==> src/rtl/shift_seq_pkg.sv <==
// ============================================================================
// shift_seq_pkg : opcodes, FSM state type and default sizes for the shift
//                 operation sequencer.
// Revision      : 1.0
// ============================================================================
`default_nettype none

package shift_seq_pkg;

    localparam int DEF_WIDTH = 4;
    localparam int DEF_CNT_W = 3;

    localparam logic [1:0] OP_LOAD = 2'b00;
    localparam logic [1:0] OP_SHR  = 2'b01;
    localparam logic [1:0] OP_SHL  = 2'b10;
    localparam logic [1:0] OP_INV  = 2'b11;

    typedef enum logic [1:0] {
        IDLE  = 2'd0,
        SHIFT = 2'd1,
        DONE  = 2'd2
    } state_t;

endpackage

`default_nettype wire

==> src/rtl/shift_op_sequencer_if.sv <==
// ============================================================================
// shift_op_sequencer_if : command/result handshakes plus status of the
//                         sequencer; master = command source, slave = sequencer.
// Revision              : 1.0
// ============================================================================
`default_nettype none

interface shift_op_sequencer_if #(
    parameter int WIDTH = shift_seq_pkg::DEF_WIDTH,
    parameter int CNT_W = shift_seq_pkg::DEF_CNT_W
) ();

    logic             cmd_valid;
    logic             cmd_ready;
    logic [1:0]       cmd_op;
    logic [CNT_W-1:0] cmd_count;
    logic [WIDTH-1:0] cmd_data;
    logic             res_valid;
    logic             res_ready;
    logic [WIDTH-1:0] res_data;
    logic             busy;
    logic [1:0]       step_ctrl;

    modport master (
        output cmd_valid, cmd_op, cmd_count, cmd_data, res_ready,
        input  cmd_ready, res_valid, res_data, busy, step_ctrl
    );

    modport slave (
        input  cmd_valid, cmd_op, cmd_count, cmd_data, res_ready,
        output cmd_ready, res_valid, res_data, busy, step_ctrl
    );

endinterface

`default_nettype wire

==> src/rtl/shift_step_reg.sv <==
// ============================================================================
// shift_step_reg : WIDTH-bit register doing one load/shr/shl/complement per
//                  enabled clock. SHIFT_SEQ_ARITH_EN selects arithmetic shr.
// Revision       : 1.0
// ============================================================================
`default_nettype none

module shift_step_reg
    import shift_seq_pkg::*;
#(
    parameter int WIDTH = DEF_WIDTH
) (
    input  wire logic             clk,
    input  wire logic             reset_n,
    input  wire logic             en,
    input  wire logic [1:0]       ctrl,
    input  wire logic [WIDTH-1:0] d_in,
    output logic      [WIDTH-1:0] q_out
);

    logic [WIDTH-1:0] q_q;
    logic [WIDTH-1:0] q_d;
    logic             fill_bit;

`ifdef SHIFT_SEQ_ARITH_EN
    assign fill_bit = q_q[WIDTH-1];
`else
    assign fill_bit = 1'b0;
`endif

    always_comb begin
        q_d = q_q;
        if (en) begin
            case (ctrl)
                OP_LOAD: q_d = d_in;
                OP_SHR:  q_d = {fill_bit, q_q[WIDTH-1:1]};
                OP_SHL:  q_d = {q_q[WIDTH-2:0], 1'b0};
                default: q_d = ~q_q;
            endcase
        end
    end

    always_ff @(posedge clk) begin
        if (!reset_n) begin
            q_q <= '0;
        end else begin
            q_q <= q_d;
        end
    end

    assign q_out = q_q;

endmodule

`default_nettype wire

==> src/rtl/shift_op_sequencer.sv <==
// ============================================================================
// shift_op_sequencer : accepts one command, runs its steps on shift_step_reg
//                      and returns the result. Honors SHIFT_SEQ_ARITH_EN.
// Revision           : 1.0
// ============================================================================
`default_nettype none

module shift_op_sequencer
    import shift_seq_pkg::*;
#(
    parameter int WIDTH = DEF_WIDTH,
    parameter int CNT_W = DEF_CNT_W
) (
    input  wire logic           clk,
    input  wire logic           reset_n,
    shift_op_sequencer_if.slave bus
);

    state_t           state_q;
    state_t           state_d;
    logic [CNT_W-1:0] rem_q;
    logic [CNT_W-1:0] rem_d;
    logic [1:0]       op_q;
    logic [1:0]       op_d;
    logic             dp_en;
    logic [1:0]       dp_ctrl;
    logic [WIDTH-1:0] dp_q;

    shift_step_reg #(
        .WIDTH (WIDTH)
    ) u_step_reg (
        .clk     (clk),
        .reset_n (reset_n),
        .en      (dp_en),
        .ctrl    (dp_ctrl),
        .d_in    (bus.cmd_data),
        .q_out   (dp_q)
    );

    always_comb begin
        state_d       = state_q;
        rem_d         = rem_q;
        op_d          = op_q;
        dp_en         = 1'b0;
        dp_ctrl       = OP_LOAD;
        bus.cmd_ready = 1'b0;
        bus.res_valid = 1'b0;
        bus.busy      = 1'b1;
        bus.step_ctrl = OP_LOAD;

        case (state_q)
            IDLE: begin
                bus.cmd_ready = 1'b1;
                bus.busy      = 1'b0;
                if (bus.cmd_valid) begin
                    dp_en = 1'b1;
                    op_d  = bus.cmd_op;
                    // Complement is a single step whatever the count says.
                    case (bus.cmd_op)
                        OP_SHR, OP_SHL: rem_d = bus.cmd_count;
                        OP_INV:         rem_d = CNT_W'(1);
                        default:        rem_d = '0;
                    endcase
                    state_d = (rem_d != '0) ? SHIFT : DONE;
                end
            end
            SHIFT: begin
                dp_en         = 1'b1;
                dp_ctrl       = op_q;
                bus.step_ctrl = op_q;
                rem_d         = rem_q - CNT_W'(1);
                if (rem_q == CNT_W'(1)) begin
                    state_d = DONE;
                end
            end
            DONE: begin
                bus.res_valid = 1'b1;
                if (bus.res_ready) begin
                    state_d = IDLE;
                end
            end
            default: begin
                state_d = IDLE;
            end
        endcase
    end

    always_ff @(posedge clk) begin
        if (!reset_n) begin
            state_q <= IDLE;
            rem_q   <= '0;
            op_q    <= OP_LOAD;
        end else begin
            state_q <= state_d;
            rem_q   <= rem_d;
            op_q    <= op_d;
        end
    end

    assign bus.res_data = dp_q;

endmodule

`default_nettype wire

==> src/flat_wrapper.sv <==
// flat-port wrapper written by rule: the top's interface ports become plain ports
module shift_op_sequencer_flat import shift_seq_pkg::*;
#(
    parameter int WIDTH = DEF_WIDTH,
    parameter int CNT_W = DEF_CNT_W
)
  (clk, reset_n, bus_cmd_valid, bus_cmd_op, bus_cmd_count, bus_cmd_data, bus_res_ready, bus_cmd_ready, bus_res_valid, bus_res_data, bus_busy, bus_step_ctrl);
  shift_op_sequencer_if #(.WIDTH(WIDTH), .CNT_W(CNT_W)) bus_i ();
  input  wire logic clk;
  input  wire logic reset_n;
  input wire logic [$bits(bus_i.cmd_valid)-1:0] bus_cmd_valid;
  input wire logic [$bits(bus_i.cmd_op)-1:0] bus_cmd_op;
  input wire logic [$bits(bus_i.cmd_count)-1:0] bus_cmd_count;
  input wire logic [$bits(bus_i.cmd_data)-1:0] bus_cmd_data;
  input wire logic [$bits(bus_i.res_ready)-1:0] bus_res_ready;
  output wire logic [$bits(bus_i.cmd_ready)-1:0] bus_cmd_ready;
  output wire logic [$bits(bus_i.res_valid)-1:0] bus_res_valid;
  output wire logic [$bits(bus_i.res_data)-1:0] bus_res_data;
  output wire logic [$bits(bus_i.busy)-1:0] bus_busy;
  output wire logic [$bits(bus_i.step_ctrl)-1:0] bus_step_ctrl;
  assign bus_i.cmd_valid = bus_cmd_valid;
  assign bus_i.cmd_op = bus_cmd_op;
  assign bus_i.cmd_count = bus_cmd_count;
  assign bus_i.cmd_data = bus_cmd_data;
  assign bus_i.res_ready = bus_res_ready;
  assign bus_cmd_ready = bus_i.cmd_ready;
  assign bus_res_valid = bus_i.res_valid;
  assign bus_res_data = bus_i.res_data;
  assign bus_busy = bus_i.busy;
  assign bus_step_ctrl = bus_i.step_ctrl;
  shift_op_sequencer #(.WIDTH(WIDTH), .CNT_W(CNT_W)) u_core (.clk(clk), .reset_n(reset_n), .bus(bus_i));
endmodule
==> config.mk <==
export PLATFORM = sky130hd
export DESIGN_NAME = shift_op_sequencer_flat
export DESIGN_NICKNAME = d
export VERILOG_FILES = /design/src/rtl/shift_seq_pkg.sv /design/src/rtl/shift_op_sequencer_if.sv /design/src/rtl/shift_step_reg.sv /design/src/rtl/shift_op_sequencer.sv /design/src/flat_wrapper.sv
export SDC_FILE = /design/constraint.sdc
export NUM_CORES = 1
export LEC_CHECK = 0
export CAP_MARGIN = 20
export CORE_ASPECT_RATIO = 1.2
export CORE_UTILIZATION = 46
export DETAILED_ROUTE_END_ITERATION = 10
export HOLD_SLACK_MARGIN = 0.05
export PLACE_DENSITY = 0.86
export SYNTH_ARGS = -nofsm -noshare
export SYNTH_HDL_FRONTEND = slang
export SYNTH_SLANG_ARGS = --single-unit
==> constraint.sdc <==
create_clock -name clk -period 1.5 [get_ports clk]
set_input_delay 0.225 -clock clk [delete_from_list [all_inputs] [get_ports clk]]
set_output_delay 0.225 -clock clk [all_outputs]
set_load 0.02 [all_outputs]
==> flow_summary.toml <==
[setup_path]
end_kind = "output port"
start_kind = "flop"
regToRegStartpoint = "u_core.state_q[1]"
critPathKind = "reg2out"
required_ns = 1.27
ff2ff_path_depth = 5
cp_max_fo = 5
r2r_setup_slack_ns = 0.18
critPathArrivalTime_ns = 1.25
reg2reg_to = "u_core.rem_q[2]"

[clock_tree]
clock-sinks = 11
clock_path_buffers = 2
root_buffer = "clkbuf_4"
holdBufCountCts = 0
cts_max_level = 1
cts_tree = "built"
cts.clk_slew.worst_paths_ns = 0.07
clk_latency_ns = 0.27
cts_setup_buffers = 0
cts_inserted_buffers = 3

[grt]
track_usage_pct = 25.0
antenna_found_initial = 0
grt_pass1_wl_um = 3210
grt_pass1_vias = 780
grt_max_degree = 10
grt_overflow = 0

[hold_path]
hold_class = "reg2reg"
hold_end = "u_core.rem_q[1]"
hold_path_startpoint = "u_core.rem_q[1]"
min_path_cells = 2

[status]
status = "finished, final reports clean"

[final_layout]
drive_above_1_share_pct = 25.0
num_antenna_cells = 0
syn_to_final_growth_pct = 41.3
utilization_pct = 69.4
final_nets = 154

[timing]
hold_viol = 0
fin_tns_setup_ns = 0
relSlewSlack_pct = 81.5
tightest_slew_ns = 0.277
fmax_ghz = 0.678
setup_violations = 0
drv_slew = 0
rsz0062_at_grt = "no"
fin_worst_skew_ns = 0.00538
timing.final.crit_share_pct = 98.3
period_minus_slack_ns = 1.47

[drt]
wl_per_cell_um = 13.5
wl_um = 2080
ant_nets = 0
drt_pass1_iterations = 4
drc_errors = 0
drt-initial-drc-count = 23
viasPerCell = 5.69
vias = 876

[floorplan]
die_h_um = 47.8
fp.dieW_um = 40.2
core_area_um2 = 1640
dieArea_um2 = 1920
start_util_pct = 49.1
ios = 22
rows = 16

[placement]
dp_hpwl_um = 1610
gp_congestion = 0.794
port_buffers = 21

[power]
ir_drop_v = 0.000528
p_per_area_nw_per_um2 = 901
leakage_nw = 0.489

[synth]
avgSynthCellArea_um2 = 7.98
synthCells = 101
yosysUniqueCellTypes = 34
synthFlopType = "dfxtp_1"
ys_warn_count = 0
synth_area_um2 = 806
postSynth.asyncResetShare_pct = 0
syn-num-nets = 118
synth-seq-cells = 11
synth-edff-count = 0
synth_seq_area_share_pct = 27.3

[flow_run]
maxCapViolations = 0
[registers in the layout (all words and copies together), names as in the netlist]
signal and flops:
u_core.u_step_reg.q_out 4, u_core.rem_q 3, u_core.state_q 2, u_core.op_q 2
[routing by layer]
metal  part of all wire, %  vias to the layer above  GRT usage, %
li1                      -                      428             -
met2                    53                       30          47.7
met3                   4.8                       10          3.26
met4                   3.0                        0          12.7
met5                     0                        -             0
met1                    39                      408          25.7
[cells by family after synthesis]
group                      Yosys count  synth area share [%]
and+or+nand+nor                     41                  27.8
buffers and inverters               13                  8.54
DFF                                 11                  27.3
AOI/OAI and AO/OA                   31                  28.7
adders and majority gates            4                  6.21
muxes                                1                  1.40
[synth_stat cells, drive strengths merged, types with 2 or more instances]
cell	number	area share, %
nor2b	5	3.9
o2bb2ai	2	2.2
nand2b	3	2.3
o221a	2	2.8
o221ai	2	2.2
a21oi	8	5.0
a21boi	3	2.8
and3	2	2.2
nand2	11	5.1
buf	6	5.3
dfxtp	11	27
nor2	6	3.1
nand3	8	5.0
inv	6	2.8
ha	4	6.2
o21ai	7	4.3
[where the power goes]
group          internal [mW]  switching [mW]
sequential             0.331          0.0339
combinational          0.228           0.227
clock                  0.103           0.103
[cell type report]
class	count	area [µm²]
clock buffer	4	26.3
fill	134	503
multi-input combinational	77	519
timing repair buffer	38	327
sequential	11	221
tap	18	22.5
inverter	6	22.5
[critical path, stage by stage, from the launching register on]
cell,delay [ns]
dfxtp_1,0.36
or2_4,0.29
dlygate4sd2_1,0.33
[per-stage QoR]
stage	hold slack (ns)	worst slack, ns	cell area, µm²	std cells	total power [mW]
final	0.468	0.0254	1140	154	1.03
after global routing	0.502	0.0100	1140	154	1.08
after CTS	0.468	0.000710	1140	154	1.03
after detailed placement	0.459	-0.212	1120	150	0.841
after global placement	0.457	-0.130	1120	150	0.826
after floorplan	0.376	0.278	806	101	0.637
[worst max-delay path by stage]
stage / slack [ns] / startpoint / endpoint
3_5_place_dp: -0.21 / bus_cmd_op[0] / u_core.rem_q[0]
4_1_cts: 0.0007 / u_core.u_step_reg.q_out[0] / bus_res_data[0]
6_report: 0.03 / u_core.state_q[1] / bus_busy
2_1_floorplan: 0.28 / u_core.state_q[1] / u_core.rem_q[1]
5_1_grt: 0.01 / u_core.state_q[1] / bus_busy
3_3_place_gp: -0.13 / bus_cmd_op[0] / u_core.rem_q[0]
[cells in the final DEF (no fill, tap or decap), drive strengths merged, types with 3 or more instances in the layout]
cell           Yosys  layout
buf                6      18
inv                6       6
a21boi             3       3
o21ai              7       7
dlygate4sd2        0       4
clkdlybuf4s50      0      12
nand2             11      11
nand3              8       8
ha                 4       4
dfxtp             11      11
clkbuf             1       5
nor2               6       6
nor2b              5       5
a21oi              8       8
nand2b             3       3
[repair_timing]
action	CTS	global route
resized for setup	14	5
endpoints found under the setup margin	8	5
endpoints found under the hold margin	0	0
gates cloned	0	0
(Power assumes the default switching activity.)
